**src/rtl/serial_ripple_borrow_subtractor.sv**
```systemverilog
// Bit-serial ripple-borrow subtractor: Diff = A - B - Bin, one bit per clock, LSB first.
// A single full-subtractor cell is time-multiplexed over WIDTH clocks with a registered
// borrow. The result registers update only on the final bit-step and hold otherwise.
module serial_ripple_borrow_subtractor #(
  parameter int unsigned WIDTH = 4
) (
  input  logic             clk,
  input  logic             rst_n,
  input  logic             start,
  input  logic [WIDTH-1:0] A,
  input  logic [WIDTH-1:0] B,
  input  logic             Bin,
  output logic [WIDTH-1:0] Diff,
  output logic             Borrow_Out,
  output logic             busy,
  output logic             done
);

  localparam int unsigned CNT_W = $clog2(WIDTH) + 1;
  localparam logic [CNT_W-1:0] LastStep = CNT_W'(WIDTH - 1);

  typedef enum logic [0:0] {StIdle, StRun} state_e;

  state_e state_q, state_d;

  logic [WIDTH-1:0] a_sr_q, a_sr_d;
  logic [WIDTH-1:0] b_sr_q, b_sr_d;
  logic [WIDTH-1:0] d_sr_q, d_sr_d;
  logic             brw_q, brw_d;
  logic [CNT_W-1:0] cnt_q, cnt_d;
  logic [WIDTH-1:0] diff_q, diff_d;
  logic             borrow_out_q, borrow_out_d;
  logic             done_q, done_d;

  logic bit_a, bit_b, bit_d, bit_bo;
  logic accept, running, last_step;

  // Full-subtractor cell on the current LSBs and the carried borrow
  always_comb begin
    bit_a  = a_sr_q[0];
    bit_b  = b_sr_q[0];
    bit_d  = bit_a ^ bit_b ^ brw_q;
    bit_bo = (~bit_a & bit_b) | (~(bit_a ^ bit_b) & brw_q);
  end

  // Handshake decode: start is only honoured while idle
  always_comb begin
    accept    = (state_q == StIdle) && start;
    running   = (state_q == StRun);
    last_step = running && (cnt_q == LastStep);
  end

  // FSM state register
  always_ff @(posedge clk or negedge rst_n) begin
    if (!rst_n) begin
      state_q <= StIdle;
    end else begin
      state_q <= state_d;
    end
  end

  // FSM next-state logic
  always_comb begin
    state_d = state_q;
    unique case (state_q)
      StIdle: if (accept)    state_d = StRun;
      StRun:  if (last_step) state_d = StIdle;
      default:               state_d = StIdle;
    endcase
  end

  // FSM outputs: busy covers exactly the WIDTH bit-step cycles
  always_comb begin
    busy = (state_q == StRun);
  end

  // Datapath next-state: load on accept, shift one bit per run cycle
  always_comb begin
    a_sr_d       = a_sr_q;
    b_sr_d       = b_sr_q;
    d_sr_d       = d_sr_q;
    brw_d        = brw_q;
    cnt_d        = cnt_q;
    diff_d       = diff_q;
    borrow_out_d = borrow_out_q;
    done_d       = 1'b0;
    if (accept) begin
      a_sr_d = A;
      b_sr_d = B;
      brw_d  = Bin;
      d_sr_d = '0;
      cnt_d  = '0;
    end else if (running) begin
      a_sr_d = {1'b0, a_sr_q[WIDTH-1:1]};
      b_sr_d = {1'b0, b_sr_q[WIDTH-1:1]};
      d_sr_d = {bit_d, d_sr_q[WIDTH-1:1]};
      brw_d  = bit_bo;
      cnt_d  = cnt_q + CNT_W'(1);
      if (last_step) begin
        // The final difference bit lands in the MSB together with the shifted history
        diff_d       = {bit_d, d_sr_q[WIDTH-1:1]};
        borrow_out_d = bit_bo;
        done_d       = 1'b1;
      end
    end
  end

  // Datapath and result registers; reset aborts any operation in flight
  always_ff @(posedge clk or negedge rst_n) begin
    if (!rst_n) begin
      a_sr_q       <= '0;
      b_sr_q       <= '0;
      d_sr_q       <= '0;
      brw_q        <= 1'b0;
      cnt_q        <= '0;
      diff_q       <= '0;
      borrow_out_q <= 1'b0;
      done_q       <= 1'b0;
    end else begin
      a_sr_q       <= a_sr_d;
      b_sr_q       <= b_sr_d;
      d_sr_q       <= d_sr_d;
      brw_q        <= brw_d;
      cnt_q        <= cnt_d;
      diff_q       <= diff_d;
      borrow_out_q <= borrow_out_d;
      done_q       <= done_d;
    end
  end

  // Registered results drive the outputs directly
  always_comb begin
    Diff       = diff_q;
    Borrow_Out = borrow_out_q;
    done       = done_q;
  end

endmodule

```
**config.mk**
```make
export PLATFORM = sky130hd
export DESIGN_NAME = serial_ripple_borrow_subtractor
export DESIGN_NICKNAME = d
export VERILOG_FILES = /design/src/rtl/serial_ripple_borrow_subtractor.sv
export SDC_FILE = /design/constraint.sdc
export NUM_CORES = 1
export LEC_CHECK = 0
export CORE_MARGIN = 2
export CORE_UTILIZATION = 53
export DETAILED_ROUTE_END_ITERATION = 16
export PLACE_DENSITY = 0.88
export SYNTH_ARGS = -nofsm -noshare
export SYNTH_HDL_FRONTEND = slang
export SYNTH_SLANG_ARGS = --single-unit
export TNS_END_PERCENT = 30
```
**constraint.sdc**
```tcl
create_clock -name clk -period 2.05 [get_ports clk]
set_input_delay 0.3075 -clock clk [delete_from_list [all_inputs] [get_ports clk]]
set_output_delay 0.3075 -clock clk [all_outputs]
set_load 0.02 [all_outputs]
```
==> results of run 1 <==
per-stage QoR:
stage	worst slack [ns]	utilization, %	hold slack [ns]	power (mW)	std cells
final	0.434	70.4	0.334	1.77	121
after global routing	0.382	70.4	0.367	1.90	121
after CTS	0.411	70.4	0.338	1.80	121
after detailed placement	0.410	67.3	0.476	1.47	117
after global placement	0.492	67.3	0.461	1.42	117
after floorplan	0.735	-	0.0119	1.22	75
final cells by class:
class	instances	area, um2	area share, %
tap	25	31.3	2.60
sequential	22	551	45.8
inverter	5	18.8	1.56
timing repair buffer	21	203	16.9
clock inverter	1	30.0	2.50
multi-input combinational	44	347	28.8
clock buffer	3	22.5	1.87
per-layer routing:
layer	up-vias	share of wire, %	global-route usage [%]
li1	298	-	-
met1	279	47	23.7
met2	15	50	28.6
met3	0	3.5	3.53
met4	0	0	6.86
met5	-	0	0
sequential cells by signal, summed over array words and instances, names as in the netlist:
name	cells
a_sr_q	4
Diff	4
cnt_q	3
Borrow_Out	1
d_sr_q	3
brw_q	1
b_sr_q	4
busy	1
done	1
final timing paths:
path / cells past startpoint / slack [ns] / to / start
min in group clk: 2 / 0.51 / b_sr_q[2]$_DFFE_PN0P_ / b_sr_q[3]$_DFFE_PN0P_
max reg2reg: 4 / 0.68 / Diff[0]$_DFFE_PN0P_ / cnt_q[0]$_DFFE_PN0P_
min reg2reg: 2 / 0.51 / b_sr_q[2]$_DFFE_PN0P_ / b_sr_q[3]$_DFFE_PN0P_
max in group asynchronous: 2 / 1.49 / cnt_q[2]$_DFFE_PN0P_ / rst_n
max: 1 / 0.43 / Borrow_Out / Borrow_Out$_DFFE_PN0P_
min: 2 / 0.33 / Diff[2]$_DFFE_PN0P_ / rst_n
power groups by stage:
stage               Sequential [mW]  Clock, mW  Combinational (mW)
global route                  0.745      0.348               0.809
floorplan                     0.790          0               0.433
detailed placement            0.734          0               0.735
finish                        0.720      0.326               0.722
global placement              0.720          0               0.703
CTS                           0.724      0.335               0.736
cell usage in the layout (no fill, tap or decap):
| cell | n |
|---|---|
| nor2_1 | 3 |
| clkdlybuf4s50_1 | 18 |
| mux2_2 | 5 |
| a22o_1 | 3 |
| buf_4 | 3 |
| o21ai_0 | 7 |
| bufinv_16 | 1 |
| ha_1 | 2 |
| inv_1 | 5 |
| dfrtp_1 | 22 |
| mux2i_1 | 11 |
| fa_1 | 1 |
| nand2b_1 | 2 |
| nand2_1 | 7 |
| clkbuf_4 | 3 |
| o31ai_1 | 1 |
| nand2_4 | 1 |
| a21oi_1 | 1 |
kinds of logic (layout without fill, tap and decap cells):
kind of cell	count (synthesis)	after routing
fa+ha+maj	3	3
flops	22	22
simple gates	13	13
compound gates	12	12
mux	16	16
buf+inv	9	30
==> results_dict.tcl, run 1 <==
set metrics [dict create \
    status "finished, final reports clean" \
    synth_fa_ha_area_share_pct 4.75 \
    critPathMaxStageDelay_ns 0.62 \
    synth-simple-area-share_pct 6.46 \
    area_growth_pct 26.8 \
    drv_cap 0 \
    route.detailed.drc 0 \
    post_cts_buffers 0 \
    cts.clk_slew.worst_paths_ns 0.13 \
    relSlewSlack_pct 78.2 \
    internal-power_mw 1.19 \
    postCtsHoldBufs 0 \
    fmax_mhz 619 \
    numClockSinks 22 \
    finalSetupViolations 0 \
    crit_chain "clkdlybuf4s50_1" \
    vias 592 \
    yosys_warnings 0 \
    htreeDepth 1 \
    crit_type "flip-flop to primary output" \
    slew_violations 0 \
    nets 112 \
    start_util_pct 55.5 \
    grt_remaining_overflow 0 \
    synth_common_cells "dfrtp_1, mux2i_1, nand2_1, o21ai_0" \
    fin_crit_sh_pct 78.8 \
    numCtsBuffers 3 \
    dr.pass1.iters 3 \
    ys_ff_latch 22 \
    clock_path_buffers 2 \
    p_leak_nw 0.576 \
    peakVddDrop_mv 0.869 \
    place_congestion 0.714 \
    drive_gt1_share_pct 13.5 \
    switching_share_pct 32.7 \
    chipHeight_um 46.3 \
    postRouteAntennaNets 0 \
    grt_pass1_vias 584 \
    cp_top_family "buffers and inverters" \
    io_pins 19 \
    antenna_found_initial 0 \
    muxShareOfSynthArea_pct 17.5 \
    comb_power_share_pct 40.8 \
    rows 15 \
    tightest_slew_ns 0.326 \
    critical_path_buf_inv_count 1 \
    ys.flop_type "dfrtp_1" \
    synth_top_family_by_area "multiplexers" \
    clock_skew_ns 0.0136 \
    die_w_um 46.3 \
    synth_compound_area_share_pct 7.78 \
    synth_xor_area_share_pct 0 \
    avgSynthCellArea_um2 12.6 \
    rsz0062_at_grt "false" \
    yosys.area.top_type "dfrtp_1" \
    ys_seq_area_share_pct 58.0 \
    die_area_um2 2140 \
    antenna_cells 0 \
    design_area_um2 1200 \
    vias_per_cell 4.89 \
    pwr-share-seq_pct 40.7 \
    setup_tns_ns 0 \
    synth_area_leaders "dfrtp_1, mux2i_1, mux2_2, o21ai_0, nand2_1" \
    routed_wirelength_um 1520 \
    pwr_density_cell_nw_per_um2 1470 \
    end_kind "primary output" \
    synthArstFlopShare_pct 100 \
    clock_latency_ns 0.31 \
    cts_tree "built" \
    numPortBuffers 18 \
    syn_area_um2 948 \
    hold_viol 0 \
    switchingPower_uw 578 \
    synth_edf_count 0 \
    synth_cell_type_count 16 \
    finalCriticalPeriod_ns 1.62 \
    arrival_ns 1.31 \
    worst_ep_required_time_ns 1.74 \
    synth.top_cell.area_share_pct 58.0 \
    core_um2 1710 \
    grt_max_degree 27 \
    cts_root_buf "clkbuf_4" \
    hpwlAfterDp_um 1150 \
    slowest_stage "clkdlybuf4s50_1" \
    num-fill-cells 126 \
    min_path_type "primary input to asynchronous set/reset pin" \
    grt_first_pass_wirelength_um 2640 \
    p_clk_share_pct 18.5 \
    path_max_fanout 2 \
    grtUsageTotal_pct 17.8 \
    wire_per_inst_um 12.6 \
    cp-start-kind "flip-flop" \
    ctsResizeCount 0 \
    placed_area_um2 1150 \
    drt_iter0_drc 5 \
    syn_nets 90 \
    synth.most_common_cell "dfrtp_1" \
    synthCells 75 \
]
(Power assumes the default switching activity.)
==> run 2, diff against run 1 <==
--- a/config.mk
+++ b/config.mk
@@ -6,9 +6,9 @@
 export NUM_CORES = 1
 export LEC_CHECK = 0
 export CORE_MARGIN = 2
-export CORE_UTILIZATION = 53
+export CORE_UTILIZATION = 49
 export DETAILED_ROUTE_END_ITERATION = 16
-export PLACE_DENSITY = 0.88
+export PLACE_DENSITY = 0.83
 export SYNTH_ARGS = -nofsm -noshare
 export SYNTH_HDL_FRONTEND = slang
 export SYNTH_SLANG_ARGS = --single-unit
==> constraint.sdc (replaced) <==
create_clock -name clk -period 1.5 [get_ports clk]
set_input_delay 0.225 -clock clk [delete_from_list [all_inputs] [get_ports clk]]
set_output_delay 0.225 -clock clk [all_outputs]
set_load 0.02 [all_outputs]
==> run 2 against run 1 <==
  * Via count grew 6.4%
  * Worst setup slack worse by 0.32 ns
  * Final cell count unchanged
  * Combinational power rose by 35%
  * Core utilization is 2.7 points lower
  * Register-to-register slack got worse by 0.57 ns
  * Hold slack worse by 0.085 ns
  * Die area increased by 7.5%
  * Clock skew shrank 0.0097 ns
  * Critical endpoint is now Diff[0]$_DFFE_PN0P_
==> results_dict.tcl, run 2 (synthesized netlist as in run 1, its figures left out) <==
set metrics [dict create \
    status "finished, final reports clean" \
    routed_wirelength_um 1510 \
    arrival_ns 1.58 \
    pwr_density_cell_nw_per_um2 1850 \
    die_w_um 48.0 \
    grt_first_pass_wirelength_um 2370 \
    die_area_um2 2300 \
    vias 630 \
    path_max_fanout 6 \
    grt_max_degree 27 \
    numCtsBuffers 3 \
    wire_per_inst_um 12.4 \
    clock_latency_ns 0.30 \
    numClockSinks 22 \
    min_path_type "primary input to asynchronous set/reset pin" \
    clock_skew_ns 0.00390 \
    cts_root_buf "clkbuf_4" \
    crit_type "flip-flop to flip-flop" \
    io_pins 19 \
    fin_crit_sh_pct 92.4 \
    drt_iter0_drc 0 \
    nets 113 \
    clock_path_buffers 2 \
    fmax_mhz 722 \
    grtUsageTotal_pct 15.3 \
    start_util_pct 53.8 \
    antenna_found_initial 0 \
    antenna_cells 0 \
    numPortBuffers 18 \
    drv_cap 0 \
    cp-start-kind "flip-flop" \
    rsz0062_at_grt "false" \
    finish.utilization_pct 67.7 \
    peakVddDrop_mv 0.912 \
    hold_viol 0 \
    grt_pass1_vias 562 \
    relSlewSlack_pct 78.3 \
    post_cts_buffers 0 \
    core_um2 1760 \
    rows 15 \
    grt_remaining_overflow 0 \
    chipHeight_um 48.0 \
    htreeDepth 1 \
    worst_ep_required_time_ns 1.69 \
    route.detailed.drc 0 \
    drive_gt1_share_pct 13.5 \
    postRouteAntennaNets 0 \
    place_congestion 0.734 \
    end_kind "flip-flop" \
    finalCriticalPeriod_ns 1.39 \
    area_growth_pct 25.9 \
    tightest_slew_ns 0.324 \
    slew_violations 0 \
    hpwlAfterDp_um 1120 \
    final_common_cell "dfrtp_1" \
    mostFrequentLayoutCells "dfrtp_1, mux2i_1, clkdlybuf4s50_1" \
    vias_per_cell 5.21 \
    finalSetupViolations 0 \
    cts_tree "built" \
    p_leak_nw 0.633 \
    setup_tns_ns 0 \
    dr.pass1.iters 1 \
    cts.clk_slew.worst_paths_ns 0.11 \
]
run 2: changes by cell type in the layout (fill, tap and decap cells not counted):
cell,before,now
bufinv_16,1,0
buf_4,3,4
dlygate4sd2_1,0,1
dlymetal6s2s_1,0,6
clkdlybuf4s50_1,18,11
run 2: timing repair:
action,in CTS,in global routing
gates resized for setup,1,6
endpoints found under the setup margin,1,6
pin swaps,0,0
hold buffers,0,0
run 2: path summary, 6_finish.rpt:
| kind | slack (ns) | end | cells past startpoint | from |
|---|---|---|---|---|
| max | 0.11 | Diff[0]$_DFFE_PN0P_ | 4 | cnt_q[0]$_DFFE_PN0P_ |
| min | 0.25 | Diff[2]$_DFFE_PN0P_ | 2 | rst_n |
| max reg2reg | 0.11 | Diff[0]$_DFFE_PN0P_ | 4 | cnt_q[0]$_DFFE_PN0P_ |
| max in group asynchronous | 1.04 | busy$_DFF_PN0_ | 2 | rst_n |
| min in group clk | 0.50 | b_sr_q[0]$_DFFE_PN0P_ | 2 | b_sr_q[1]$_DFFE_PN0P_ |
| min reg2reg | 0.50 | b_sr_q[0]$_DFFE_PN0P_ | 2 | b_sr_q[1]$_DFFE_PN0P_ |
run 2: per-stage QoR:
stage,cell area (um2),setup slack (ns),hold WS (ns),instances,power (mW)
after floorplan,948,0.185,-0.0706,75,1.67
after global placement,1160,0.145,0.459,118,1.95
after detailed placement,1160,0.122,0.480,118,2.01
after CTS,1180,0.00286,0.252,121,2.26
after global routing,1190,0.0576,0.254,121,2.39
final,1190,0.114,0.249,121,2.21
run 2: final cells by class:
cell class	instances	area (um2)
multi-input cells	44	347
flip-flops and latches	22	551
inverters	5	18.8
fillers	148	571
clock buffers	3	22.5
repair buffers	22	224
well taps	25	31.3
run 2: per-layer routing:
layer / track usage, % / routed length [um] / part of all wire [%] / vias up
met5: 0 / 0 / 0 / -
met4: 8.11 / 25 / 1.7 / 0
met2: 24.3 / 772 / 51 / 17
met3: 3.40 / 70 / 4.6 / 2
li1: - / - / - / 296
met1: 19.5 / 637 / 42 / 315
run 2: worst max-delay path: stages (launching register included):
cell and delay, ns:
dfrtp_1 0.40, ha_1 0.20, ha_1 0.22, nand2_4 0.12, mux2_2 0.34
run 2: power by group:
group          switching (mW)  total, mW  internal [mW]  leakage (nW)
combinational           0.481      0.973          0.492         0.342
clock                   0.163      0.257         0.0937        0.0138
sequential              0.130      0.978          0.848         0.277
